## config.mk

```make
export PLATFORM = sky130hd
export DESIGN_NAME = fsa_render
export DESIGN_NICKNAME = d
export VERILOG_FILES = /design/src/rtl/fsa_render.sv
export SDC_FILE = /design/constraint.sdc
export NUM_CORES = 1
export LEC_CHECK = 0
export CORE_MARGIN = 8
export CORE_UTILIZATION = 51
export CTS_CLUSTER_SIZE = 16
export DETAILED_ROUTE_END_ITERATION = 7
export PLACE_DENSITY_LB_ADDON = 0.1
export SETUP_SLACK_MARGIN = 0.4
export SYNTH_ARGS = -nofsm -noshare
export SYNTH_HDL_FRONTEND = slang
export SYNTH_SLANG_ARGS = --single-unit
```

## constraint.sdc

```tcl
create_clock -name clk -period 3.2 [get_ports clk]
set_clock_uncertainty 0.2 [all_clocks]
set_input_delay 0.64 -clock clk [delete_from_list [all_inputs] [get_ports clk]]
set_output_delay 0.64 -clock clk [all_outputs]
set_load 0.01 [all_outputs]
```

## src/rtl/fsa_render.sv

```systemverilog
// fsa_render: reads per-column {valid, top, bottom} records back from the
// column-state BRAM and renders them as an AXI4-Stream video frame.
// Reads are credit-limited so that every in-flight read always has a slot
// in the output buffer, which makes overflow impossible.
module fsa_render #(
    parameter int C_PIXEL_WIDTH = 8,
    parameter int C_IMG_HW      = 12,
    parameter int C_IMG_WW      = 12,
    parameter int BR_DW         = 32,
    parameter int BR_AW         = 12,
    parameter int C_RD_LATENCY  = 2,
    parameter int C_FIFO_DEPTH  = 8
) (
    input  logic                     clk,
    input  logic                     resetn,
    input  logic [C_IMG_HW-1:0]      height,
    input  logic [C_IMG_WW-1:0]      width,
    input  logic [C_PIXEL_WIDTH-1:0] fg_data,
    input  logic [C_PIXEL_WIDTH-1:0] bg_data,
    input  logic                     start,
    output logic                     busy,
    output logic                     rd_en,
    output logic [BR_AW-1:0]         rd_addr,
    input  logic [BR_DW-1:0]         rd_data,
    output logic                     m_axis_tvalid,
    output logic [C_PIXEL_WIDTH-1:0] m_axis_tdata,
    output logic                     m_axis_tuser,
    output logic                     m_axis_tlast,
    input  logic                     m_axis_tready
);
    localparam int FAW = $clog2(C_FIFO_DEPTH);
    localparam int CW  = FAW + 2;

    typedef enum logic [1:0] {IDLE, RUN, DRAIN} state_t;

    // side-band travelling alongside a BRAM read
    typedef struct packed {
        logic [C_IMG_HW-1:0] y;
        logic                first;
        logic                eol;
    } sb_t;

    // one output beat as held in the buffer
    typedef struct packed {
        logic [C_PIXEL_WIDTH-1:0] pix;
        logic                     first;
        logic                     eol;
    } beat_t;

    state_t                   state, state_nx;
    logic [C_IMG_HW-1:0]      h_r, y;
    logic [C_IMG_WW-1:0]      w_r, x;
    logic [C_PIXEL_WIDTH-1:0] fg_r, bg_r;
    logic [FAW:0]             fifo_cnt, inflight;
    logic [FAW-1:0]           wr_ptr, rd_ptr;
    beat_t                    mem [C_FIFO_DEPTH];
    logic [C_RD_LATENCY:1]    vld_pipe;
    sb_t  [C_RD_LATENCY:1]    sb_pipe;

    logic       x_end, y_end, issue, accept, push, pop, hit;
    logic [CW-1:0] credit_sum;
    sb_t        sb_in, sb_out;
    beat_t      head;
    logic       rec_v;
    logic [C_IMG_HW-1:0] rec_top, rec_bot;
    logic       unused_rd;

    assign x_end  = (x == w_r - C_IMG_WW'(1));
    assign y_end  = (y == h_r - C_IMG_HW'(1));
    assign accept = (state == IDLE) && start && (height != '0) && (width != '0);

    // a read may only go out if the buffer can absorb it plus everything already owed
    assign credit_sum = CW'(fifo_cnt) + CW'(inflight) + CW'(1);
    assign issue      = (state == RUN) && (credit_sum <= CW'(C_FIFO_DEPTH));

    assign sb_in.y     = y;
    assign sb_in.first = (x == '0) && (y == '0);
    assign sb_in.eol   = x_end;

    // FSM state register
    always_ff @(posedge clk or negedge resetn) begin
        if (!resetn) state <= IDLE;
        else         state <= state_nx;
    end

    // FSM next state: drain waits until nothing is owed and the buffer is empty
    always_comb begin
        state_nx = state;
        case (state)
            IDLE:    if (accept) state_nx = RUN;
            RUN:     if (issue && x_end && y_end) state_nx = DRAIN;
            DRAIN:   if ((inflight == '0) && (fifo_cnt == '0)) state_nx = IDLE;
            default: state_nx = IDLE;
        endcase
    end

    // frame parameters latched at start; raster position advances per issued read
    always_ff @(posedge clk or negedge resetn) begin
        if (!resetn) begin
            h_r  <= '0;
            w_r  <= '0;
            fg_r <= '0;
            bg_r <= '0;
            x    <= '0;
            y    <= '0;
        end else if (accept) begin
            h_r  <= height;
            w_r  <= width;
            fg_r <= fg_data;
            bg_r <= bg_data;
            x    <= '0;
            y    <= '0;
        end else if (issue) begin
            if (x_end) begin
                x <= '0;
                y <= y + C_IMG_HW'(1);
            end else begin
                x <= x + C_IMG_WW'(1);
            end
        end
    end

    // side-band shift register matched to the BRAM read latency
    always_ff @(posedge clk or negedge resetn) begin
        if (!resetn) begin
            vld_pipe <= '0;
            sb_pipe  <= '0;
        end else begin
            vld_pipe[1] <= issue;
            sb_pipe[1]  <= sb_in;
            for (int k = 2; k <= C_RD_LATENCY; k++) begin
                vld_pipe[k] <= vld_pipe[k-1];
                sb_pipe[k]  <= sb_pipe[k-1];
            end
        end
    end

    assign push   = vld_pipe[C_RD_LATENCY];
    assign sb_out = sb_pipe[C_RD_LATENCY];

    assign rec_bot   = rd_data[C_IMG_HW-1:0];
    assign rec_top   = rd_data[2*C_IMG_HW-1:C_IMG_HW];
    assign rec_v     = rd_data[2*C_IMG_HW];
    assign unused_rd = ^rd_data[BR_DW-1:2*C_IMG_HW+1];
    assign hit       = rec_v && (rec_top <= sb_out.y) && (sb_out.y <= rec_bot);

    // reads owed: up on issue, down on return
    always_ff @(posedge clk or negedge resetn) begin
        if (!resetn) inflight <= '0;
        else if (issue && !push) inflight <= inflight + 1'b1;
        else if (!issue && push) inflight <= inflight - 1'b1;
    end

    // buffer storage, written when a read returns
    always_ff @(posedge clk) begin
        if (push) mem[wr_ptr] <= '{pix: hit ? fg_r : bg_r, first: sb_out.first, eol: sb_out.eol};
    end

    // buffer pointers and occupancy
    always_ff @(posedge clk or negedge resetn) begin
        if (!resetn) begin
            wr_ptr   <= '0;
            rd_ptr   <= '0;
            fifo_cnt <= '0;
        end else begin
            if (push) wr_ptr <= wr_ptr + 1'b1;
            if (pop)  rd_ptr <= rd_ptr + 1'b1;
            if (push && !pop)      fifo_cnt <= fifo_cnt + 1'b1;
            else if (!push && pop) fifo_cnt <= fifo_cnt - 1'b1;
        end
    end

    assign head          = mem[rd_ptr];
    assign m_axis_tvalid = (fifo_cnt != '0);
    assign pop           = m_axis_tvalid && m_axis_tready;
    assign m_axis_tdata  = m_axis_tvalid ? head.pix : '0;
    assign m_axis_tuser  = m_axis_tvalid && head.first;
    assign m_axis_tlast  = m_axis_tvalid && head.eol;

    assign busy    = (state != IDLE);
    assign rd_en   = issue;
    assign rd_addr = BR_AW'(x);
endmodule

```

[Yosys cells after proc, flatten, opt, wreduce, memory -nomap -nowiden]
Memory sizes are Yosys's and may differ from the RTL's.
Index checks and enable logic that the tools add are counted.
Operators by class
  add/subtract/negate cells: 12
  order comparisons: 3
  equal/unequal tests: 7
  multiplexer cells: 18
  reduce and logical (&&, ||, !) cells: 35
Operators with widths (count)
  two-way mux 12 bit: 6
  adder 12 x 1 -> 12 bit (second input constant): 2
  == test 12 bit: 2
  less-or-equal comparator 12 bit: 2
  logical NOT 12 bit: 2
  nonzero test 12 bit: 2
  subtractor 12 x 1 -> 12 bit (second input constant): 2
  logical AND 1 bit: 17
  two-way mux 4 bit: 4
  two-way mux 8 bit: 2
  nonzero test 2 bit: 5
  adder 4 x 1 -> 4 bit (second input constant): 2
  logical NOT 4 bit: 2
  subtractor 4 x 1 -> 4 bit (second input constant): 2
  adder 3 x 1 -> 3 bit (second input constant): 2
  two-way mux 2 bit: 3
  one-hot mux 2 bit (3 select lines): 1
  adder 4 x 4 -> 5 bit: 1
  adder 5 x 1 -> 5 bit (second input constant): 1
  less-or-equal comparator 5 x 4 -> 1 bit (second input constant): 1
  inequality test 2 bit (second input constant): 2
  nonzero test 4 bit: 1
  logical NOT 1 bit: 3
  AND reduction 3 bit: 1
  other kinds (6): 7
Word-level totals
  register bits after elaboration: 110
  RAM bits: 80
  bits of input ports: 76
  memories kept: 1
Memories
  mem: words 8, bits a word 10, read ports 1, clocked after memory_dff 0, wr ports 1, RTL line 56  | beat_t mem [C_FIFO_DEPTH];

[Depth between registers and ports, before layout]
  depth after elaboration: 8
  mapped depth: 15
  gate-level depth less buffers: 15

[Worst setup path after synthesis]
No wires, ideal clock.
  path kind: reg2reg
  from: register fifo_cnt[0]
  to: register inflight[3]
  library setup time: 0.125 ns
  data arrival time: 2.922 ns
  required time: 2.875 ns
  setup slack: -0.048 ns
  cell stages (with the launch flop): 16
  buffers on the path: 0
  clock period less this slack: 3.248 ns
  cell sequence: dfrtp_1 -> inv_1 -> ha_1 -> nor2b_1 -> xnor2_1 -> nor4_1 -> a22oi_1 -> clkinv_1 -> ha_1 -> inv_1 -> ha_1 -> a21o_1 -> a21oi_1 -> xnor2_1 -> nor2_1 -> xor2_1
On the way
  word-level cells in the longest chain between the ends: 7
RTL lines
  from (decl): RTL line 54  | logic [FAW:0] fifo_cnt, inflight;
  from (signal assigned): RTL line 168  | if (push && !pop) fifo_cnt <= fifo_cnt + 1'b1;
  from (signal assigned): RTL line 169  | else if (!push && pop) fifo_cnt <= fifo_cnt - 1'b1;
  adder 4 x 4 -> 5 bit *: RTL line 73  | assign credit_sum = CW'(fifo_cnt) + CW'(inflight) + CW'(1);
  adder 5 x 1 -> 5 bit *: RTL line 73
  less-or-equal comparator 5 x 4 -> 1 bit *: RTL line 74  | assign issue = (state == RUN) && (credit_sum <= CW'(C_FIFO_DEPTH));
  logical AND 1 bit *: RTL line 74
  net rd_en: RTL line 22  | output logic rd_en,
  logical NOT 1 bit: RTL line 151  | else if (!issue && push) inflight <= inflight - 1'b1;
  logical AND 1 bit: RTL line 151
  nonzero test 2 bit (no line)
  to (signal assigned): RTL line 150  | else if (issue && !push) inflight <= inflight + 1'b1;
  to (signal assigned): RTL line 151
  to (decl): RTL line 54
Mark *: on every way through the listed nets, which the timed path passes. The rest lies on a longest branch.
A chain may end at the register's enable or synchronous reset.

[Worst setup path in the final report]
  from: register fifo_cnt[1]
  to: register y[5]
On the way
  word-level cells in the longest chain between the ends: 6
RTL lines
  adder 4 x 4 -> 5 bit: RTL line 73
  adder 5 x 1 -> 5 bit: RTL line 73
  less-or-equal comparator 5 x 4 -> 1 bit: RTL line 74
  logical AND 1 bit: RTL line 74
  nonzero test 2 bit (no line)
  AND reduction 2 bit (no line)
  to (signal assigned): RTL line 116  | y <= y + C_IMG_HW'(1);
  to (decl): RTL line 51  | logic [C_IMG_HW-1:0] h_r, y;
Every way passes these cells.

==> flow_summary.toml <==
[grt]
first_global_vias = 7043
grt_pass1_wl_um = 35850
overflow = 0
grt_max_degree = 59
antenna_found_initial = 0
track_usage_pct = 20.01

[routing]
via_per_inst = 5.637
route.detailed.drc = 0
vias = 6838
dr.pass1.iters = 5
drt-total-wl_um = 22340
dr.first_iter.drc_count = 327
ant_nets = 0
wl_per_cell_um = 18.41

[sta]
fin_crit_sh_pct = 94.53
slew_viol_final = 0
finalSetupViolations = 0
worst_pin_slew_ns = 0.6861
holdWs_ns = 0.03994
rsz0062_at_grt = "true"
hold_violations = 0
relSlewSlack_pct = 54.26
tns_ns = 0
timing.fmax_mhz = 330.6
finalWorstPathRequiredPeriod_ns = 3.025

[critical_path]
cp-end-kind = "flip-flop"
start_kind = "flip-flop"
critical_path_class = "flip-flop to flip-flop"
critPathArrivalTime_ns = 3.16
required_ns = 3.33
crit_fanout = 7

[clock_tree]
clk_latency_ns = 0.44
clk_pin_slew_worst_paths_ns = 0.08
clk_path_buf_depth = 2
htree_levels = 4
root_buffer = "clkbuf_16"
cts_tree = "done"
cts_hold_buf = 0
cts.sinks = 190
numCtsBuffers = 17

[cells_and_area]
register_area_um2 = 5167
layout.cells.non_filler = 1213
fillers = 1328
layout.nets = 1091
drive_gt1_share_pct = 21.95
utilization_pct = 67.35
antenna_cells = 0
multi_input_area_um2 = 4304
areaGrowthSynthToFinish_pct = 29.21

[synth]
syn_avg_cell_area_um2 = 11.38
synthTopCellsByArea = "dfrtp_1 29%, edfxtp_1 26%, nand2_1 5.7%, ha_1 5.6%, mux4_2 4.8%"
yosysSeqAreaShare_pct = 55.06
async_flop_share_pct = 57.89
synth_seq_cells = 190
synth.top_cell.area_share_pct = 29.40
yosysTopAreaCell = "dfrtp_1"
yosys_warnings = 0
synth_enable_flop_cells = 80
syn_inst = 823
synth_cell_types = 66
synthFlopType = "dfrtp_1"
synth_common_cells = "142 x nand2_1, 110 x dfrtp_1, 80 x edfxtp_1, 45 x inv_1, 42 x ha_1"
synth_nets = 943
synth.most_common_cell = "nand2_1"
synth_area_um2 = 9363

[die]
core_area_um2 = 17960
num_rows = 49
die_h_um = 151.5
start_util_pct = 52.12
die_w_um = 151.5
ios = 101
dieArea_um2 = 22950

[power_and_ir_drop]
leakagePower_nw = 5.174
p_comb_share_pct = 43.4
powerDensity_nw_per_um2 = 765.9
seqPwrFrac_pct = 34.2
clkPwrFrac_pct = 22.4
power.internal_mw = 6.048
p_sw_share_pct = 34.73
power.total_mw = 9.266
ir_drop_uv = 733.2
power_switching_mw = 3.218

[placed_design]
dp_cells = 1139
dpl.hpwl_um = 15320
io_buffers = 93
gp_congestion = 0.8390

[worst_hold_path]
holdCritPathClass = "input port to asynchronous set/reset pin"

[outcome]
status = "finished, final reports clean"

[flow_run]
cap_violations = 0
-- per-stage QoR --
stage                     area [um2]  setup WS (ns)
after floorplan                 9448         0.3216
after global placement         10780        -0.2036
after detailed placement       10780        -0.2661
after CTS                      11730         0.2748
after global routing           12100        0.07498
final                          12100         0.1752
-- power by group through the flow --
stage | logic [mW] | registers, mW | clock network [mW]
3_5_place_dp | 3.33 | 3.22 | 0
5_1_grt | 4.40 | 3.21 | 2.20
3_3_place_gp | 3.18 | 3.19 | 0
6_report | 4.02 | 3.17 | 2.07
4_1_cts | 3.67 | 3.17 | 2.11
2_1_floorplan | 2.18 | 3.14 | 0
-- state kept, by name (all words and copies together), names as in the netlist, 3 cells and up --
signal,cells
bg_r,8
fg_r,8
fifo_cnt,4
h_r,12
inflight,4
mem,80
rd_addr,12
rd_ptr,3
sb_out,14
sb_pipe,14
w_r,12
wr_ptr,3
y,12
-- layout by cell type (no fill, tap or decap), drive strengths merged, types with 6 or more instances in the layout --
master | Yosys | layout
nand2 | 142 | 142
clkdlybuf4s50 | 0 | 72
dfrtp | 110 | 110
inv | 45 | 55
xor2 | 15 | 15
ha | 42 | 42
clkbuf | 26 | 18
edfxtp | 80 | 80
buf | 9 | 82
clkinv | 1 | 6
nor2 | 36 | 36
o211ai | 6 | 6
dlymetal6s2s | 0 | 7
or3 | 9 | 9
o21a | 6 | 6
o21ai | 29 | 29
and3 | 14 | 14
mux2 | 12 | 12
nor2b | 6 | 6
nand2b | 8 | 8
nor3 | 16 | 16
nor4 | 28 | 28
nand4 | 11 | 11
a21oi | 20 | 20
mux2i | 14 | 14
mux4 | 20 | 20
a21o | 8 | 8
nand3 | 28 | 28
xnor2 | 30 | 30
-- critical path: stages, from the launching register on --
cell and delay, ns:
dfrtp_2 0.43, ha_4 0.25, nor2b_4 0.12, o21a_1 0.18, nor4_2 0.32, a22oi_2 0.15, clkinv_2 0.08, buf_6 0.10
buf_4 0.10, buf_6 0.10, nand4_1 0.17, buf_4 0.21, buf_2 0.16, o21a_1 0.19, o21a_1 0.17
-- kinds of logic after synthesis --
group / share of synthesized area, %
and+or+nand+nor: 16.38
DFF: 55.06
AOI/OAI and AO/OA: 7.043
buffers and inverters: 3.408
muxes: 7.751
xor gates and xnor gates: 4.210
adders and majority gates: 6.147
-- area by class of cell --
cell class	count	area share, %
Clock buffer	17	3.516
Sequential cell	190	42.71
Multi-Input combinational cell	552	35.58
Tap cell	229	2.368
Timing Repair Buffer	164	13.04
Inverter	46	1.458
Clock inverter	15	1.324
-- metal layers --
| layer | vias up | track usage [%] | part of all wire, % | routed length [um] |
|---|---|---|---|---|
| li1 | 3262 | - | - | - |
| met1 | 3357 | 25.55 | 43 | 9569 |
| met2 | 183 | 33.64 | 50 | 11250 |
| met3 | 36 | 3.980 | 4.9 | 1097 |
| met4 | 0 | 6.663 | 1.9 | 423 |
| met5 | - | 0 | 0 | 0 |
-- what timing repair did --
| item | in CTS | in global routing |
|---|---|---|
| gates cloned | 1 | 1 |
| resized for setup | 88 | 53 |
| buffers inserted | 22 | 18 |
| pin swaps | 26 | 24 |
| setup endpoints to repair | 99 | 104 |
| hold endpoints to repair | 0 | 0 |
-- path summary, 6_finish.rpt --
check	start	end	slack [ns]	cells past startpoint
worst min-delay path	resetn	h_r[2]	0.04	1
worst max-delay path	fifo_cnt[1]	y[5]	0.18	14
worst max register to register	fifo_cnt[1]	y[5]	0.18	14
min in group clk	sb_pipe[9]	sb_out[9]	0.15	0
max in group asynchronous	resetn	rd_ptr[0]	2.00	2
worst min register to register	sb_pipe[9]	sb_out[9]	0.15	0
(Power assumes the default switching activity.)
